### src/rtl/wbq_pkg.sv
// Shared widths and the queue entry layout for the writeback write queue.
package wbq_pkg;
  localparam int XLEN = 32;
  localparam int AW   = 5;

  typedef struct packed {
    logic [AW-1:0]   rd;
    logic [XLEN-1:0] data;
  } wbq_entry_t;
endpackage

### src/rtl/wb_write_queue_if.sv
// Result-bus handshake plus register-file write port of the writeback queue.
interface wb_write_queue_if
  import wbq_pkg::*;
#(
  parameter int XLEN = wbq_pkg::XLEN,
  parameter int AW   = wbq_pkg::AW
);
  logic            in_valid;
  logic            in_ready;
  logic [AW-1:0]   in_rd;
  logic [XLEN-1:0] in_data;
  logic            rf_we;
  logic [AW-1:0]   rf_waddr;
  logic [XLEN-1:0] rf_wdata;

  modport master (
    output in_valid, in_rd, in_data,
    input  in_ready, rf_we, rf_waddr, rf_wdata
  );

  modport slave (
    input  in_valid, in_rd, in_data,
    output in_ready, rf_we, rf_waddr, rf_wdata
  );
endinterface

### src/rtl/wbq_youngest_match.sv
// Finds the youngest valid queue entry whose rd equals addr; address 0 never hits.
module wbq_youngest_match
  import wbq_pkg::*;
#(
  parameter int DEPTH = 4,
  localparam int PW   = $clog2(DEPTH)
) (
  input  wbq_entry_t        entries [DEPTH],
  input  logic [DEPTH-1:0]  valid,
  input  logic [PW-1:0]     tail,
  input  logic [AW-1:0]     addr,
  output logic              hit,
  output logic [XLEN-1:0]   data
);
  logic [PW-1:0] slot;

  // Walk backwards from the slot just behind tail so the first match is the youngest.
  always_comb begin
    hit  = 1'b0;
    data = '0;
    slot = '0;
    for (int k = 0; k < DEPTH; k++) begin
      slot = tail - PW'(k + 1);
      if (!hit && valid[slot] && addr != '0 && entries[slot].rd == addr) begin
        hit  = 1'b1;
        data = entries[slot].data;
      end
    end
  end
endmodule

### src/rtl/wb_write_queue.sv
// Writeback write queue: buffers FU results and issues one register-file write per cycle.
// Optional in-place coalescing onto the youngest entry is enabled by WBQ_COALESCE_EN.
module wb_write_queue
  import wbq_pkg::*;
#(
  parameter int DEPTH = 4,
  parameter int XLEN  = wbq_pkg::XLEN,
  parameter int AW    = wbq_pkg::AW,
  localparam int PW   = $clog2(DEPTH),
  localparam int CW   = PW + 1
) (
  input  logic               clk,
  input  logic               reset,
  input  logic               flush,
  input  logic               drain_hold,
  wb_write_queue_if.slave    bus,
  input  logic [AW-1:0]      fwd_addr1,
  input  logic [AW-1:0]      fwd_addr2,
  output logic               fwd_hit1,
  output logic               fwd_hit2,
  output logic [XLEN-1:0]    fwd_data1,
  output logic [XLEN-1:0]    fwd_data2,
  output logic [2**AW-1:0]   busy_mask,
  output logic [CW-1:0]      count
);
  wbq_entry_t       entries [DEPTH];
  logic [PW-1:0]    head;
  logic [PW-1:0]    tail;
  logic [CW-1:0]    cnt;
  logic [DEPTH-1:0] valid;
  logic             empty;
  logic             full;
  logic             pop;
  logic             accept;
  logic             coalesce;
  logic             alloc;

  assign empty        = (cnt == '0);
  assign full         = (cnt == CW'(DEPTH));
  assign bus.in_ready = !full;

  assign pop    = !empty && !drain_hold && !flush;
  assign accept = bus.in_valid && !full && !flush;

`ifdef WBQ_COALESCE_EN
  logic [PW-1:0] youngest;
  assign youngest = tail - PW'(1);
  // A lone entry leaving this cycle cannot absorb the new write; it must allocate instead.
  assign coalesce = accept && !empty && (entries[youngest].rd == bus.in_rd)
                    && !(pop && cnt == CW'(1));
`else
  assign coalesce = 1'b0;
`endif

  assign alloc = accept && (bus.in_rd != '0) && !coalesce;

  assign bus.rf_we    = pop;
  assign bus.rf_waddr = pop ? entries[head].rd   : '0;
  assign bus.rf_wdata = pop ? entries[head].data : '0;
  assign count        = cnt;

  always_ff @(posedge clk or posedge reset) begin
    if (reset) begin
      head <= '0;
      tail <= '0;
      cnt  <= '0;
    end else if (flush) begin
      head <= '0;
      tail <= '0;
      cnt  <= '0;
    end else begin
      if (pop)   head <= head + PW'(1);
      if (alloc) tail <= tail + PW'(1);
      cnt <= cnt + CW'(alloc) - CW'(pop);
    end
  end

  // Payload storage is deliberately not reset; validity comes only from head/count.
  always_ff @(posedge clk) begin
    if (alloc) begin
      entries[tail] <= '{rd: bus.in_rd, data: bus.in_data};
    end
`ifdef WBQ_COALESCE_EN
    else if (coalesce) begin
      entries[youngest].data <= bus.in_data;
    end
`endif
  end

  always_comb begin
    valid = '0;
    for (int i = 0; i < DEPTH; i++) begin
      valid[i] = {1'b0, PW'(PW'(i) - head)} < cnt;
    end
  end

  always_comb begin
    busy_mask = '0;
    for (int i = 0; i < DEPTH; i++) begin
      if (valid[i]) busy_mask[entries[i].rd] = 1'b1;
    end
    busy_mask[0] = 1'b0;
  end

  wbq_youngest_match #(.DEPTH(DEPTH)) u_match1 (
    .entries (entries),
    .valid   (valid),
    .tail    (tail),
    .addr    (fwd_addr1),
    .hit     (fwd_hit1),
    .data    (fwd_data1)
  );

  wbq_youngest_match #(.DEPTH(DEPTH)) u_match2 (
    .entries (entries),
    .valid   (valid),
    .tail    (tail),
    .addr    (fwd_addr2),
    .hit     (fwd_hit2),
    .data    (fwd_data2)
  );
endmodule

### src/flat_wrapper.sv
// flat-port wrapper written by rule: the top's interface ports become plain ports
module wb_write_queue_flat import wbq_pkg::*;
#(
  parameter int DEPTH = 4,
  parameter int XLEN  = wbq_pkg::XLEN,
  parameter int AW    = wbq_pkg::AW,
  localparam int PW   = $clog2(DEPTH),
  localparam int CW   = PW + 1
)
  (clk, reset, flush, drain_hold, fwd_addr1, fwd_addr2, fwd_hit1, fwd_hit2, fwd_data1, fwd_data2, busy_mask, count, bus_in_valid, bus_in_rd, bus_in_data, bus_in_ready, bus_rf_we, bus_rf_waddr, bus_rf_wdata);
  wb_write_queue_if #(.XLEN(XLEN), .AW(AW)) bus_i ();
  input  logic clk;
  input  logic reset;
  input  logic flush;
  input  logic drain_hold;
  input  logic [AW-1:0] fwd_addr1;
  input  logic [AW-1:0] fwd_addr2;
  output logic fwd_hit1;
  output logic fwd_hit2;
  output logic [XLEN-1:0] fwd_data1;
  output logic [XLEN-1:0] fwd_data2;
  output logic [2**AW-1:0] busy_mask;
  output logic [CW-1:0] count;
  input wire logic [$bits(bus_i.in_valid)-1:0] bus_in_valid;
  input wire logic [$bits(bus_i.in_rd)-1:0] bus_in_rd;
  input wire logic [$bits(bus_i.in_data)-1:0] bus_in_data;
  output wire logic [$bits(bus_i.in_ready)-1:0] bus_in_ready;
  output wire logic [$bits(bus_i.rf_we)-1:0] bus_rf_we;
  output wire logic [$bits(bus_i.rf_waddr)-1:0] bus_rf_waddr;
  output wire logic [$bits(bus_i.rf_wdata)-1:0] bus_rf_wdata;
  assign bus_i.in_valid = bus_in_valid;
  assign bus_i.in_rd = bus_in_rd;
  assign bus_i.in_data = bus_in_data;
  assign bus_in_ready = bus_i.in_ready;
  assign bus_rf_we = bus_i.rf_we;
  assign bus_rf_waddr = bus_i.rf_waddr;
  assign bus_rf_wdata = bus_i.rf_wdata;
  wb_write_queue #(.DEPTH(DEPTH), .XLEN(XLEN), .AW(AW)) u_core (.clk(clk), .reset(reset), .flush(flush), .drain_hold(drain_hold), .bus(bus_i), .fwd_addr1(fwd_addr1), .fwd_addr2(fwd_addr2), .fwd_hit1(fwd_hit1), .fwd_hit2(fwd_hit2), .fwd_data1(fwd_data1), .fwd_data2(fwd_data2), .busy_mask(busy_mask), .count(count));
endmodule
### config.mk
export PLATFORM = sky130hd
export DESIGN_NAME = wb_write_queue_flat
export DESIGN_NICKNAME = d
export VERILOG_FILES = /design/src/rtl/wbq_pkg.sv /design/src/rtl/wb_write_queue_if.sv /design/src/rtl/wbq_youngest_match.sv /design/src/rtl/wb_write_queue.sv /design/src/flat_wrapper.sv
export SDC_FILE = /design/constraint.sdc
export NUM_CORES = 1
export LEC_CHECK = 0
export ABC_CLOCK_PERIOD_IN_PS = 10500
export CORE_ASPECT_RATIO = 0.5
export CORE_MARGIN = 2
export CORE_UTILIZATION = 50
export CTS_BUF_LIST = sky130_fd_sc_hd__clkbuf_16
export CTS_CLUSTER_DIAMETER = 40
export DETAILED_ROUTE_END_ITERATION = 16
export PLACE_DENSITY = 0.74
export SLEW_MARGIN = 20
export SYNTH_ARGS = -nofsm -noshare
export SYNTH_HDL_FRONTEND = slang
export SYNTH_SLANG_ARGS = --single-unit
### constraint.sdc
create_clock -name clk -period 10.5 [get_ports clk]
set_input_delay 2.1 -clock clk [delete_from_list [all_inputs] [get_ports clk]]
set_output_delay 2.1 -clock clk [all_outputs]
set_load 0.01 [all_outputs]
==> results of run 1 <==
worst max path at each step:
stage	cells past startpoint	start	end	slack, ns
finish	10	fwd_addr1[0]	fwd_data1[19]	1.89
global route	10	fwd_addr1[0]	fwd_data1[27]	1.78
CTS	10	fwd_addr2[0]	fwd_data2[24]	2.03
detailed placement	10	fwd_addr2[0]	fwd_data2[24]	2.04
global placement	10	fwd_addr2[0]	fwd_data2[15]	2.27
floorplan	9	fwd_addr2[0]	fwd_data2[0]	4.34
stage by stage:
| step | power (uW) | cells | hold WS [ns] |
|---|---|---|---|
| floorplan | 1860 | 1232 | 0.714 |
| global placement | 2320 | 1660 | 0.712 |
| detailed placement | 2350 | 1660 | 0.713 |
| CTS | 2940 | 1692 | 0.729 |
| global route | 3090 | 1692 | 0.803 |
| finish | 2970 | 1692 | 0.732 |
flip-flops by register name (all words and copies together) (netlist names):
register        cells
u_core.tail         2
u_core.head         2
u_core.entries    148
u_core.count        3
placed cells by master (no fill, tap or decap), drive strengths merged, types with 8 or more instances in the layout:
cell type	count
a21oi	9
a22oi	40
buf	21
clkbuf	17
clkdlybuf4s50	190
edfxtp	148
ha	10
inv	20
mux2	33
mux2i	43
mux4	122
nand2	98
nand2b	31
nand4	11
nor2	118
nor2b	47
nor3	18
nor3b	18
o21ai	71
o221ai	32
o22ai	128
xnor2	33
xor2	8
cell families (layout without fill, tap and decap cells):
kind of cell / Yosys count / count (layout)
and+or+nand+nor: 383 / 383
AOI/OAI and AO/OA: 304 / 304
muxes: 198 / 198
DFF: 155 / 155
buffers and inverters: 139 / 255
xor gates and xnor gates: 41 / 41
adders and majority gates: 11 / 11
other: 1 / 1
critical path, stage by stage:
cell,delay [ns]
clkdlybuf4s50_1,0.60
nor3_1,0.40
a211oi_1,0.13
a21oi_1,0.13
or3_2,0.75
o21ai_0,0.24
nand3b_1,0.87
buf_4,0.52
o22ai_1,0.17
clkdlybuf4s50_1,0.57
cell type report:
type / instances / area, sq um / share of cell area [%]
Clock inverter: 15 / 133 / 0.842
Timing Repair Buffer: 211 / 2060 / 13.1
Clock buffer: 17 / 425 / 2.70
Inverter: 12 / 45.0 / 0.286
Multi-Input combinational cell: 938 / 8030 / 51.0
Tap cell: 344 / 430 / 2.73
Sequential cell: 155 / 4630 / 29.4
power by group:
group | leakage, uW | internal (uW) | switching [uW]
sequential | 0.00143 | 721 | 67.7
combinational | 0.00325 | 736 | 851
clock | 0.000275 | 311 | 280
per-layer routing:
metal	up-vias	track usage, %
met2	884	49.1
met1	5835	41.4
li1	5060	-
met3	137	6.01
met4	0	14.6
met5	-	0
==> flow_metrics.py, run 1 <==
metrics = {
    "run_status": {
        "status": "complete, no violations",
    },
    "yosys": {
        "synth-main-ff-cell": "edfxtp_1",
        "async_reset_ff_share_pct": 4.52,
        "synth_common_cells": "148 x edfxtp_1, 127 x o22ai_1, 118 x nor2_1",
        "synth_most_common_cell": "edfxtp_1",
        "yosysWarnings": 0,
        "avgSynthCellArea_sq_um": 10.7,
        "synth-xor-area-share_pct": 2.78,
        "synth.net_count": 1295,
        "ys_top_cells_by_area": "edfxtp_1 34%, mux4_2 20%, o22ai_1 6.0%",
        "ys_seq_elements": 155,
        "synthSimpleGateAreaFrac_pct": 14.2,
        "muxShareOfSynthArea_pct": 27.2,
        "synth-compound-area-share_pct": 15.0,
        "syn-cell-area_sq_um": 13200,
        "synth_enable_flop_cells": 148,
        "synth_top_cell_area_share_pct": 33.7,
        "synthCells": 1232,
        "synth_fa_ha_area_share_pct": 1.10,
        "synth_top_family_by_area": "multiplexers",
        "yosysSeqAreaShare_pct": 35.0,
        "synth.lib_cells_used.distinct": 60,
        "yosys.area.top_type": "edfxtp_1",
    },
    "drt": {
        "avgViaCountPerCell": 7.04,
        "ant_nets": 0,
        "met1_length_um": 16500,
        "drc": 0,
        "routed_wl_um": 43300,
        "firstDrtPassIters": 6,
        "met3_length_um": 4610,
        "post_drt_wl_per_cell_um": 25.6,
        "drt_iter0_markers": 1587,
        "highest_layer": "met4",
        "route.met2.wl_um": 20700,
        "vias": 11916,
    },
    "clock_tree": {
        "clk_path_buf_depth": 2,
        "cts_tree": "done",
        "cts_root_buffer": "clkbuf_16",
        "clk_pin_slew_ns": 0.07,
        "postCtsSetupBuffers": 0,
        "cts_num_sinks": 155,
        "cts_made_buffers": 17,
        "hold_buffers": 0,
        "h-tree-depth": 4,
        "clk_latency_ns": 0.44,
        "cts_resized": 0,
    },
    "grt": {
        "grt_overflow_total": 0,
        "grt_max_degree": 71,
        "antenna_found_initial": 0,
        "grt_pass1_wl_um": 66000,
        "grt_pass1_vias": 11540,
        "grt_util_all_layers_pct": 31.0,
    },
    "place": {
        "pre_cts_slack_ns": 2.04,
        "place_congestion": 0.979,
        "detailed_place_hpwl_um": 27800,
        "io_buffer_count": 190,
        "place_area_sq_um": 15200,
    },
    "setup_path": {
        "reg2reg_from": "u_core.count[2]",
        "cp.arrival_ns": 6.51,
        "reg2reg_slack_ns": 7.33,
        "crit_fanout": 36,
        "r2r_cells": 10,
        "path_class": "in -> out",
        "r2r-end": "u_core.count[1]",
        "cp.required_ns": 8.40,
        "critPathLaunchType": "primary input",
        "endpoint_kind": "primary output",
    },
    "sta": {
        "final.setup.worst_slack_ns": 1.89,
        "fin_crit_sh_pct": 82.0,
        "hold_viol_final": 0,
        "timing.setup.tns_ns": 0,
        "period_minus_slack_ns": 8.61,
        "worst_pin_slew_ns": 1.19,
        "slew_headroom_pct": 20.0,
        "skew_ns": 0.00993,
        "grt_setup_unrepaired": "no",
        "fmax_mhz": 116,
        "finalSetupViolations": 0,
        "slew_violations": 0,
    },
    "die": {
        "dieArea_sq_um": 27800,
        "num_rows": 41,
        "fp.dieH_um": 119,
        "fp.coreArea_sq_um": 25500,
        "initial_core_util_pct": 51.6,
        "ios": 192,
        "die_x_um": 234,
    },
    "layout": {
        "drive_above_1_share_pct": 17.3,
        "final_area_sq_um": 15800,
        "area_growth_pct": 19.5,
        "fin_nets": 1398,
        "utilization_pct": 61.7,
        "fillers": 1998,
        "n_antenna_cell": 0,
    },
    "min_path": {
        "min-delay-start": "u_core.count[1]",
        "hold_path.class": "reg -> reg",
        "whs_endpoint": "u_core.count[2]",
        "holdPathStages": 3,
    },
    "pwr": {
        "p_per_area_nw_per_um2": 188,
        "peakVddDrop_mv": 0.122,
        "leakagePower_uw": 0.00496,
    },
    "run": {
        "cap_violations": 0,
    },
}
Note: power is estimated with default switching activity, not from simulation.
==> run 2, diff against run 1 <==
--- a/config.mk
+++ b/config.mk
@@ -5,7 +5,7 @@
 export SDC_FILE = /design/constraint.sdc
 export NUM_CORES = 1
 export LEC_CHECK = 0
-export ABC_CLOCK_PERIOD_IN_PS = 10500
+export ABC_CLOCK_PERIOD_IN_PS = 8730
 export CORE_ASPECT_RATIO = 0.5
 export CORE_MARGIN = 2
 export CORE_UTILIZATION = 50
==> constraint.sdc (replaced) <==
create_clock -name clk -period 8.73 [get_ports clk]
set_input_delay 1.746 -clock clk [delete_from_list [all_inputs] [get_ports clk]]
set_output_delay 1.746 -clock clk [all_outputs]
set_load 0.01 [all_outputs]
==> run 2 against run 1 <==
Effect of this change: setup slack got worse by 0.75 ns; critical path depth increased by 1; global-route usage decreased by 0.057 points; clock power increased by 17%; largest cell class unchanged; largest power group unchanged; highest routed layer is now met5.
==> flow_metrics.py, run 2 (same netlist as run 1, synthesis figures left out) <==
metrics = {
    "drt": {
        "post_drt_wl_per_cell_um": 25.5,
        "drc": 0,
        "avgViaCountPerCell": 7.06,
        "ant_nets": 0,
        "vias": 11936,
        "firstDrtPassIters": 8,
        "routed_wl_um": 43100,
        "drt_iter0_markers": 1660,
    },
    "setup_path": {
        "critPathLaunchType": "primary input",
        "cp.arrival_ns": 5.84,
        "endpoint_kind": "primary output",
        "cp.required_ns": 6.98,
        "crit_fanout": 34,
        "path_class": "in -> out",
    },
    "clock_tree": {
        "cts_root_buffer": "clkbuf_16",
        "clk_path_buf_depth": 2,
        "clk_latency_ns": 0.44,
        "h-tree-depth": 4,
        "cts_num_sinks": 155,
        "clk_pin_slew_ns": 0.07,
        "cts_tree": "done",
        "cts_made_buffers": 17,
        "postCtsSetupBuffers": 0,
        "cts_resized": 0,
        "hold_buffers": 0,
    },
    "sta": {
        "skew_ns": 0.00958,
        "grt_setup_unrepaired": "no",
        "timing.setup.tns_ns": 0,
        "period_minus_slack_ns": 7.58,
        "fin_crit_sh_pct": 86.9,
        "fmax_mhz": 132,
        "hold_viol_final": 0,
        "slew_violations": 0,
        "finalSetupViolations": 0,
        "worst_pin_slew_ns": 1.09,
        "slew_headroom_pct": 27.3,
    },
    "grt": {
        "grt_pass1_vias": 11540,
        "grt_pass1_wl_um": 65700,
        "grt_overflow_total": 0,
        "grt_util_all_layers_pct": 31.0,
        "antenna_found_initial": 1,
        "grt_max_degree": 71,
    },
    "layout": {
        "largest_register": "u_core.entries",
        "fin_nets": 1398,
        "largest_register_ffs": 148,
        "final_cell_mix": "190 x clkdlybuf4s50_1, 148 x edfxtp_1, 127 x o22ai_1",
        "n_antenna_cell": 0,
        "area_growth_pct": 19.2,
        "utilization_pct": 61.5,
        "drive_above_1_share_pct": 17.2,
        "layout_commonest_cell": "clkdlybuf4s50_1",
        "fillers": 1993,
    },
    "place": {
        "detailed_place_hpwl_um": 27900,
        "place_congestion": 0.940,
        "io_buffer_count": 190,
    },
    "pwr": {
        "p_comb_share_pct": 53.1,
        "p_int_uw": 2120,
        "p_per_area_nw_per_um2": 225,
        "peakVddDrop_mv": 0.122,
        "clock_power_share_pct": 19.5,
        "swShare_pct": 40.3,
        "leakagePower_uw": 0.00494,
        "pwr-share-seq_pct": 27.4,
        "p_sw_uw": 1430,
    },
    "run_status": {
        "status": "complete, no violations",
    },
    "die": {
        "fp.coreArea_sq_um": 25500,
        "dieArea_sq_um": 27800,
        "initial_core_util_pct": 51.6,
        "die_x_um": 234,
        "ios": 192,
        "num_rows": 41,
        "fp.dieH_um": 119,
    },
    "run": {
        "cap_violations": 0,
    },
    "min_path": {
        "hold_path.class": "reg -> reg",
    },
}
run 2: routing by layer:
| metal | GRT usage (%) | wire [um] | part of all wire, % | vias up |
|---|---|---|---|---|
| li1 | - | - | - | 5057 |
| met1 | 41.6 | 16300 | 38 | 5821 |
| met2 | 50.4 | 20700 | 48 | 897 |
| met3 | 5.39 | 4730 | 11 | 159 |
| met4 | 11.7 | 1370 | 3.2 | 2 |
| met5 | 0 | 13 | 0.030 | - |
run 2: worst paths after layout:
kind | from | to | slack (ns) | cells after the start
worst min register to register | u_core.count[1] | u_core.count[2] | 0.73 | 3
worst min-delay path | u_core.count[1] | u_core.count[2] | 0.73 | 3
worst max register to register | u_core.count[2] | u_core.count[2] | 5.22 | 10
min in group asynchronous | reset | u_core.count[1] | 1.54 | 2
max in group asynchronous | reset | u_core.tail[0] | 6.94 | 2
worst max-delay path | fwd_addr1[0] | fwd_data1[26] | 1.15 | 11
run 2: metrics by stage:
step / instance area [sq um] / setup slack, ns / cells / total power (uW) / hold WS (ns)
floorplan: 13200 / 3.10 / 1232 / 2240 / 0.714
global placement: 15200 / 1.32 / 1660 / 2790 / 0.703
detailed placement: 15200 / 1.25 / 1660 / 2830 / 0.709
CTS: 15700 / 1.22 / 1690 / 3520 / 0.725
global route: 15700 / 0.969 / 1690 / 3700 / 0.789
finish: 15700 / 1.15 / 1690 / 3540 / 0.729
run 2: critical path: stages:
cell	delay (ns)
clkdlybuf4s50_1	0.60
nor2b_1	0.23
mux2_2	0.29
o2111ai_1	0.22
or2_1	0.14
buf_4	0.40
o21ai_0	0.23
nand3b_1	0.67
buf_4	0.47
o22ai_1	0.24
clkdlybuf4s50_1	0.59
run 2: area by class of cell:
cell class              count  area, sq um  area share (%)
clock buffers              17          425            2.71
clock inverters            13          109           0.692
inverters                  12         45.0           0.287
multi-input cells         938         8020            51.0
flip-flops and latches    155         4630            29.4
well taps                 344          430            2.74
repair buffers            211         2060            13.1
run 2: power groups by stage:
stage	Clock, uW	Sequential (uW)	Combinational (uW)
6_report	692	970	1880
3_3_place_gp	0	975	1810
4_1_cts	695	966	1860
3_5_place_dp	0	982	1840
2_1_floorplan	0	909	1330
5_1_grt	724	978	1990
